**config.mk**
```make
export PLATFORM = sky130hd
export DESIGN_NAME = stream_arb_mux
export DESIGN_NICKNAME = d
export VERILOG_FILES = /design/src/rtl/stream_arb_mux.sv
export SDC_FILE = /design/constraint.sdc
export NUM_CORES = 1
export LEC_CHECK = 0
export BUFFER_PORTS_ARGS = -buffer_cell sky130_fd_sc_hd__buf_2
export CAP_MARGIN = 15
export CORE_ASPECT_RATIO = 0.8
export CORE_MARGIN = 2
export CORE_UTILIZATION = 48
export CTS_CLUSTER_DIAMETER = 50
export DETAILED_ROUTE_END_ITERATION = 7
export GPL_TIMING_DRIVEN = 0
export HOLD_SLACK_MARGIN = 0.1
export PLACE_DENSITY = 0.71
export SKIP_LAST_GASP = 1
export SYNTH_ARGS = -nofsm -noshare
export SYNTH_HDL_FRONTEND = slang
export SYNTH_SLANG_ARGS = --single-unit
```
**constraint.sdc**
```tcl
create_clock -name clk -period 5.5 [get_ports clk]
set_clock_uncertainty 0.1 [all_clocks]
set_input_delay 0.275 -clock clk [delete_from_list [all_inputs] [get_ports clk]]
set_output_delay 0.275 -clock clk [all_outputs]
set_load 0.05 [all_outputs]
```
**src/rtl/stream_arb_mux.sv**
```systemverilog
// stream_arb_mux: N:1 registered stream multiplexer with built-in arbitration.
//
// Each cycle the arbiter picks at most one valid input channel, using either
// round-robin (MODE=0) or fixed priority with the lowest index winning (MODE=1).
// The winner is loaded into a single output register whenever that register is
// empty or is being drained in the same cycle. Back-to-back beats are
// accepted, so the mux sustains one beat per cycle.
//
// Ports:
//   clk        clock, all state updates on the rising edge
//   rst_n      asynchronous active-low reset
//   in_data    packed channel data, channel i at [i*WIDTH +: WIDTH]
//   in_valid   per-channel valid
//   in_ready   per-channel ready (combinational, at most one bit high)
//   out_data   registered data of the accepted beat
//   out_sel    registered index of the channel that supplied out_data
//   out_valid  registered output valid
//   out_ready  downstream ready
module stream_arb_mux #(
  parameter int WIDTH  = 8,
  parameter int NUM_IN = 8,
  parameter int MODE   = 0,
  parameter int SEL_W  = $clog2(NUM_IN)
) (
  input  logic                    clk,
  input  logic                    rst_n,
  input  logic [NUM_IN*WIDTH-1:0] in_data,
  input  logic [NUM_IN-1:0]       in_valid,
  output logic [NUM_IN-1:0]       in_ready,
  output logic [WIDTH-1:0]        out_data,
  output logic [SEL_W-1:0]        out_sel,
  output logic                    out_valid,
  input  logic                    out_ready
);

  logic [SEL_W-1:0]  rr_ptr;
  logic [NUM_IN-1:0] grant;
  logic [SEL_W-1:0]  grant_idx;
  logic [WIDTH-1:0]  grant_data;
  logic              found;
  logic              can_load;
  logic              accept;

  // The output register can take a new beat when it is empty or being drained.
  assign can_load = !out_valid || out_ready;

  // Scan channels starting at rr_ptr (round-robin) or at 0 (fixed priority),
  // wrapping modulo NUM_IN; the first valid channel found wins.
  always_comb begin : arbitrate
    int base;
    int idx;
    // NOTE: every output of this block gets a default first, so no path
    // through the loop can leave a value unassigned and infer a latch.
    grant      = '0;
    grant_idx  = '0;
    grant_data = '0;
    found      = 1'b0;
    base       = (MODE == 0) ? int'(rr_ptr) : 0;
    idx        = 0;
    for (int k = 0; k < NUM_IN; k++) begin
      idx = base + k;
      if (idx >= NUM_IN) idx = idx - NUM_IN;
      if (!found && in_valid[idx]) begin
        found      = 1'b1;
        grant[idx] = 1'b1;
        grant_idx  = SEL_W'(idx);
        grant_data = in_data[idx*WIDTH +: WIDTH];
      end
    end
  end

  // found already implies the granted channel is valid.
  assign accept   = can_load && found;
  assign in_ready = {NUM_IN{rst_n && can_load}} & grant;

  // Output register: reload on accept, otherwise drop valid once drained.
  // out_data/out_sel hold their last value when valid falls.
  always_ff @(posedge clk or negedge rst_n) begin
    // NOTE: state registers use non-blocking assignments so every flop
    // samples pre-edge values regardless of statement order.
    if (!rst_n) begin
      out_valid <= 1'b0;
      out_data  <= '0;
      out_sel   <= '0;
    end else if (accept) begin
      out_valid <= 1'b1;
      out_data  <= grant_data;
      out_sel   <= grant_idx;
    end else if (out_ready) begin
      out_valid <= 1'b0;
    end
  end

  // Round-robin pointer: start the next search just after the last winner.
  // The explicit wrap keeps it below NUM_IN when NUM_IN is not a power of two.
  // In fixed-priority mode it never leaves 0.
  always_ff @(posedge clk or negedge rst_n) begin
    if (!rst_n) begin
      rr_ptr <= '0;
    end else if (MODE == 0 && accept) begin
      rr_ptr <= (grant_idx == SEL_W'(NUM_IN - 1)) ? '0 : grant_idx + 1'b1;
    end
  end

endmodule

```
==> flow_summary.ini, run 1 <==
[sta]
final-hold-violation-count = 0
final_max_slew_viol_count = 0
layout_worst_path_cycle_share_pct = 95.5
worst-slew-pin-transition_ns = 1.25
timing.final.setup_violations = 0
final_critical_period_ns = 5.25
clock.fmax_mhz = 190
relSlewSlack_pct = 16.6

[global_routing]
grtUsageMet3_pct = 11.0
first_global_vias = 5182
grt-busiest-layer = met2
grt_usage_pct = 34.5
global_route.overflow_total = 0
grt_use_met1_pct = 47.7
grt_max_degree = 20
antenna_violations_before_repair = 0
grt.met2_usage_pct = 51.4
grt_first_pass_wirelength_um = 28700

[drt]
initialDrtViolationCount = 878
antenna_left = 0
drt-pass1-iter-count = 6
vias_per_cell = 7.21
route.detailed.wl_per_inst_um = 24.6
vias = 5499
drt_drc_violations_left = 0
route.final.wire_length_um = 18800

[floorplan]
die_outline_width_um = 117
initial_core_utilization_pct = 49.9
top_level_ports = 95
fp.dieH_um = 94.1
fp.dieArea_um2 = 11000
core_area_um2 = 9770
num_rows = 32

[worst_setup_path]
timing.reg2reg.setup_slack_ns = 0.25
cpPeakStageDelay_ns = 0.92
critPathLaunchType = flop
worst_reg2reg_path_endpoint = rr_ptr[2]
timing.critical_path.buf_inv = 7
rr_startpoint = rr_ptr[0]
crit_path_cell_trace = buf_6 -> inv_1 -> buf_2 -> clkbuf_2 -> ha_1 -> buf_4 -> mux2i_1 -> mux2i_1 -> and2_1 -> a21oi_1 -> nand4b_1 -> buf_2 -> inv_1 -> o32a_1 -> ha_1 -> ha_1 -> mux2_2
critical_path.most_common_cell = ha_1
critical_path_peak_fanout = 11
worst_r2r_path_depth = 17
setup.worst_path.end_class = flop
critical_path.top_delay_family = buffers and inverters
cp_data_arrival_time_ns = 5.29
critical_path_class = flop to flop
critical_path_required_ns = 5.54
critical_path.slowest_cell = mux2i_1

[synth]
ys_dominant_reg_cell = dfrtp_1
synthCells = 529
netlist.top_cell.by_area = mux4_2
syn-num-nets = 615
yosys_register_bits = 15
netlist-cell-type-count = 64
async_reset_ff_share_pct = 100
seq_area_frac_synth_pct = 7.70
synthesis.area_um2 = 4880
synth_top_area_share_pct = 35.6
synth_edf_count = 0
synth.yosys.warnings = 0
synth_area_per_cell_um2 = 9.22
yosys-top-cells-area = mux4_2 (36%), mux2i_1 (8.4%), dfrtp_1 (7.7%)

[clock_network]
post_cts.repair.setup_buffers = 0
clock_tree.root_cell = clkbuf_16
cts_buffers = 3
cts_max_path_buffers = 2
clk_pin_slew_ns = 0.06
cts_htree_levels = 1
cts_tree = done
insertion_delay_to_the_later_sink_of_the_worst_skew_pair_ns = 0.25
numClockSinks = 15

[layout]
final.fill_count = 912
num_antenna_cells = 0
fin_nets = 714
commonest_non_fill_non_tap_cell_in_the_layout = buf_2
mostFrequentLayoutCells = buf_2 (108), nand2_1 (84), mux4_2 (77)
util_after_layout_pct = 57.8
areaGrowthSynthToFinish_pct = 15.8
drive_above_1_share_pct = 35.7

[outcome]
outcome = complete, no violations

[place]
place.gp.congestion = 0.985
detailedPlacementHpwl_um = 14300
port_buffers = 94

[hold_path]
classification_of_the_worst_slack_hold_path = primary input to asynchronous set/reset pin

[job]
drv.max_cap_violation_count = 0
## stage by stage
stage / setup TNS, ns / cell area (um^2) / worst slack (ns) / hold slack [ns] / cells
floorplan: 0 / 4880 / 0.0510 / -0.121 / 529
global placement: -7.45 / 5520 / -0.637 / 0.109 / 759
detailed placement: -7.94 / 5520 / -0.673 / 0.120 / 759
CTS: 0 / 5610 / 0.0204 / 0.392 / 763
global route: -0.00250 / 5650 / -0.00250 / 0.427 / 763
finish: 0 / 5650 / 0.245 / 0.384 / 763
## state kept, by name, indices dropped and copies added, names as in the netlist
signal,flops
out_data,8
out_sel,3
rr_ptr,3
out_valid,1
## synth_stat cells (2+ instances only)
library cell and count:
mux2_2 13, a41o_1 2, dfrtp_1 15, a41oi_1 2
a31oi_1 13, buf_2 15, xnor2_1 2, inv_1 10
buf_1 6, nand2_1 84, ha_1 11, nor3_1 13
mux4_2 77, a21oi_1 34, a221oi_1 8, a31o_2 6
nor2b_1 2, xor2_1 2, a22oi_1 11, a21o_1 4
nand2b_1 2, a22o_1 6, and3_1 7, a2bb2oi_1 2
a2111oi_0 8, o21ai_0 21, clkbuf_1 24, mux2i_1 41
nor2_1 14, o31ai_1 3, and2_1 5, buf_4 2
nand3_1 25, o22ai_1 9
## repair_timing
action                     in CTS  in global routing
resized for setup               2                 10
hold buffers                    1                  0
hold endpoints to repair       15                  0
setup endpoints to repair      22                 11
pin swaps                       0                  0
## worst max-delay path by stage
stage | start | to | cells after the start
after global placement | rr_ptr[1] | rr_ptr[2] | 19
final | rr_ptr[0] | rr_ptr[2] | 17
after floorplan | rr_ptr[1] | in_ready[7] | 16
after CTS | rr_ptr[2] | in_ready[5] | 14
after detailed placement | rr_ptr[1] | rr_ptr[2] | 19
after global routing | rr_ptr[0] | in_ready[2] | 17
## area by class of cell
class	instances	area [um^2]	area share [%]
Multi-Input combinational cell	453	4260	75.4
Timing Repair Buffer	96	488	8.64
Sequential cell	15	375	6.65
Buffer	48	235	4.17
Tap cell	136	170	3.01
Clock buffer	3	75.1	1.33
Inverter	11	41.3	0.731
Clock inverter	1	5.00	0.0887
## routing by layer
| metal | vias to the layer above | share of wire [%] |
|---|---|---|
| met5 | - | 0 |
| met4 | 0 | 3.0 |
| met3 | 57 | 14 |
| met2 | 454 | 44 |
| met1 | 2643 | 39 |
| li1 | 2345 | - |
## cell families (layout without fill, tap and decap cells)
kind of cell | after synthesis | in the layout | synth area share (%)
AO/OA/AOI/OAI | 145 | 145 | 20.6
XOR/XNOR | 4 | 4 | 0.719
adder cells (fa/ha/maj) | 11 | 11 | 2.82
buffers and inverters | 61 | 159 | 5.65
flip-flops | 15 | 15 | 7.70
multiplexers | 133 | 133 | 47.5
AND/OR/NAND/NOR | 160 | 160 | 15.0
Power of run 1 is left out: the tool's default activity adds up to more than one toggle a clock period on the data nets, which glitch-free logic cannot reach.
==> run 2: changes to the inputs <==
--- a/config.mk
+++ b/config.mk
@@ -14,7 +14,7 @@
 export DETAILED_ROUTE_END_ITERATION = 7
 export GPL_TIMING_DRIVEN = 0
 export HOLD_SLACK_MARGIN = 0.1
-export PLACE_DENSITY = 0.71
+export PLACE_DENSITY = 0.73
 export SKIP_LAST_GASP = 1
 export SYNTH_ARGS = -nofsm -noshare
 export SYNTH_HDL_FRONTEND = slang
==> run 2 against run 1 <==
Compared with the run above:
- clock-buffer cell count rose by 1
- critical path depth unchanged
- highest routed layer unchanged
- sequential share of layout area barely moved
- global-route usage grew 0.30 points
- register-to-register slack is essentially flat
- die area unchanged
- largest cell class unchanged
- first-iteration DRC count is 4.3% lower
==> flow_summary.ini, run 2 (synthesis results as in run 1) <==
[outcome]
outcome = complete, no violations

[clock_network]
cts_max_path_buffers = 2
clock_tree.root_cell = clkbuf_16
cts_buffers = 3
insertion_delay_to_the_later_sink_of_the_worst_skew_pair_ns = 0.24
cts_htree_levels = 1
cts_tree = done
numClockSinks = 15
post_cts.repair.setup_buffers = 0
clk_pin_slew_ns = 0.05

[floorplan]
core_area_um2 = 9770
top_level_ports = 95
num_rows = 32
initial_core_utilization_pct = 49.9
fp.dieH_um = 94.1
fp.dieArea_um2 = 11000
die_outline_width_um = 117

[layout]
largest_registers = out_data (8), out_sel (3), rr_ptr (3)
final.fill_count = 902
fin_nets = 714
areaGrowthSynthToFinish_pct = 16.2
final-instance-count-excl-fill = 763
seqCellArea_um2 = 375
commonest_non_fill_non_tap_cell_in_the_layout = buf_2
drive_above_1_share_pct = 36.0
largest_register_ff_count = 8
num_antenna_cells = 0
largest_register = out_data
mostFrequentLayoutCells = buf_2 (107), nand2_1 (84), mux4_2 (77)
design_area_final_um2 = 5670
multiInputGateArea_um2 = 4260

[global_routing]
grt_usage_pct = 34.8
first_global_vias = 5354
antenna_violations_before_repair = 0
grt_first_pass_wirelength_um = 29200
grt_max_degree = 20
global_route.overflow_total = 0

[drt]
drt-pass1-iter-count = 6
route.final.wire_length_um = 19300
antenna_left = 0
initialDrtViolationCount = 840
vias_per_cell = 7.34
vias = 5601
drt_drc_violations_left = 0
route.detailed.wl_per_inst_um = 25.3

[worst_setup_path]
worst_r2r_path_depth = 17
critical_path_peak_fanout = 19
critPathLaunchType = flop
timing.reg2reg.setup_slack_ns = 0.24
worst_reg2reg_path_endpoint = rr_ptr[2]
rr_startpoint = rr_ptr[1]
critical_path_required_ns = 5.12
cp_data_arrival_time_ns = 4.91
worst_setup_path_startpoint = rr_ptr[1]
critical_path_class = flop to output pin
setup.worst_path.end_class = output pin

[sta]
worst-slew-pin-transition_ns = 1.24
final_critical_period_ns = 5.29
final_max_slew_viol_count = 0
final-hold-violation-count = 0
timing.final.setup_violations = 0
relSlewSlack_pct = 17.4
postLayoutSetupSlackWorst_ns = 0.214
rsz_0062_raised_after_global_routing = true
clock.fmax_mhz = 189
layout_worst_path_cycle_share_pct = 96.1

[hold_path]
worst_min_delay_path_endpoint = out_data[4]
min_delay_path_depth = 2
hold_start = out_data[4]
classification_of_the_worst_slack_hold_path = flop to flop

[place]
place_inst = 759
place.gp.congestion = 1.01
placed_cell_area_um2 = 5520
dp_worst_setup_slack_ns = -0.692
detailedPlacementHpwl_um = 14500
port_buffers = 94

[job]
drv.max_cap_violation_count = 0
[run 2: worst max path at each step]
stage | end | slack (ns)
finish | in_ready[6] | 0.21
global route | in_ready[4] | -0.03
CTS | in_ready[4] | 0.06
detailed placement | rr_ptr[2] | -0.69
global placement | rr_ptr[2] | -0.66
floorplan | in_ready[7] | 0.05
[run 2: metrics by stage]
| step | util, % | TNS [ns] | hold WS (ns) |
|---|---|---|---|
| 6_report | 58.0 | 0 | 0.403 |
| 2_1_floorplan | - | 0 | -0.121 |
| 3_3_place_gp | 56.5 | -7.62 | 0.111 |
| 3_5_place_dp | 56.5 | -8.94 | 0.117 |
| 4_1_cts | 57.5 | 0 | 0.395 |
| 5_1_grt | 58.0 | -0.0293 | 0.422 |
[run 2: routing by layer]
layer	up-vias	track usage, %	routed length [um]
met2	516	52.3	8550
met5	-	0	0
met4	0	11.6	638
li1	2345	-	-
met3	74	10.8	2690
met1	2666	47.7	7390
[run 2: timing repair]
item	in CTS	in global routing
hold buffers	1	0
pin swaps	0	0
gates resized for setup	4	10
setup endpoints to repair	22	11
hold endpoints to repair	15	0
[run 2: worst max-delay path, cell delays in order (launching register included)]
cell and delay [ns]:
dfrtp_1 0.44, buf_2 0.28, buf_6 0.26, clkbuf_4 0.33
inv_1 0.19, ha_1 0.31, buf_4 0.19, buf_8 0.18
mux2i_1 0.31, a22o_1 0.20, o21ai_1 0.20, and2_1 0.32
nor4_4 0.37, clkbuf_4 0.32, a22oi_1 0.12, a31o_1 0.23
a21oi_1 0.10, buf_2 0.27
[run 2: cell type report]
cell class                 instances  share of cell area (%)
buffer                            48                    4.33
sequential                        15                    6.62
timing repair buffer              96                    8.72
tap                              136                    3.00
inverter                          11                   0.795
clock buffer                       4                    1.39
multi-input combinational        453                    75.1
Power of run 2 is left out for the same reason.
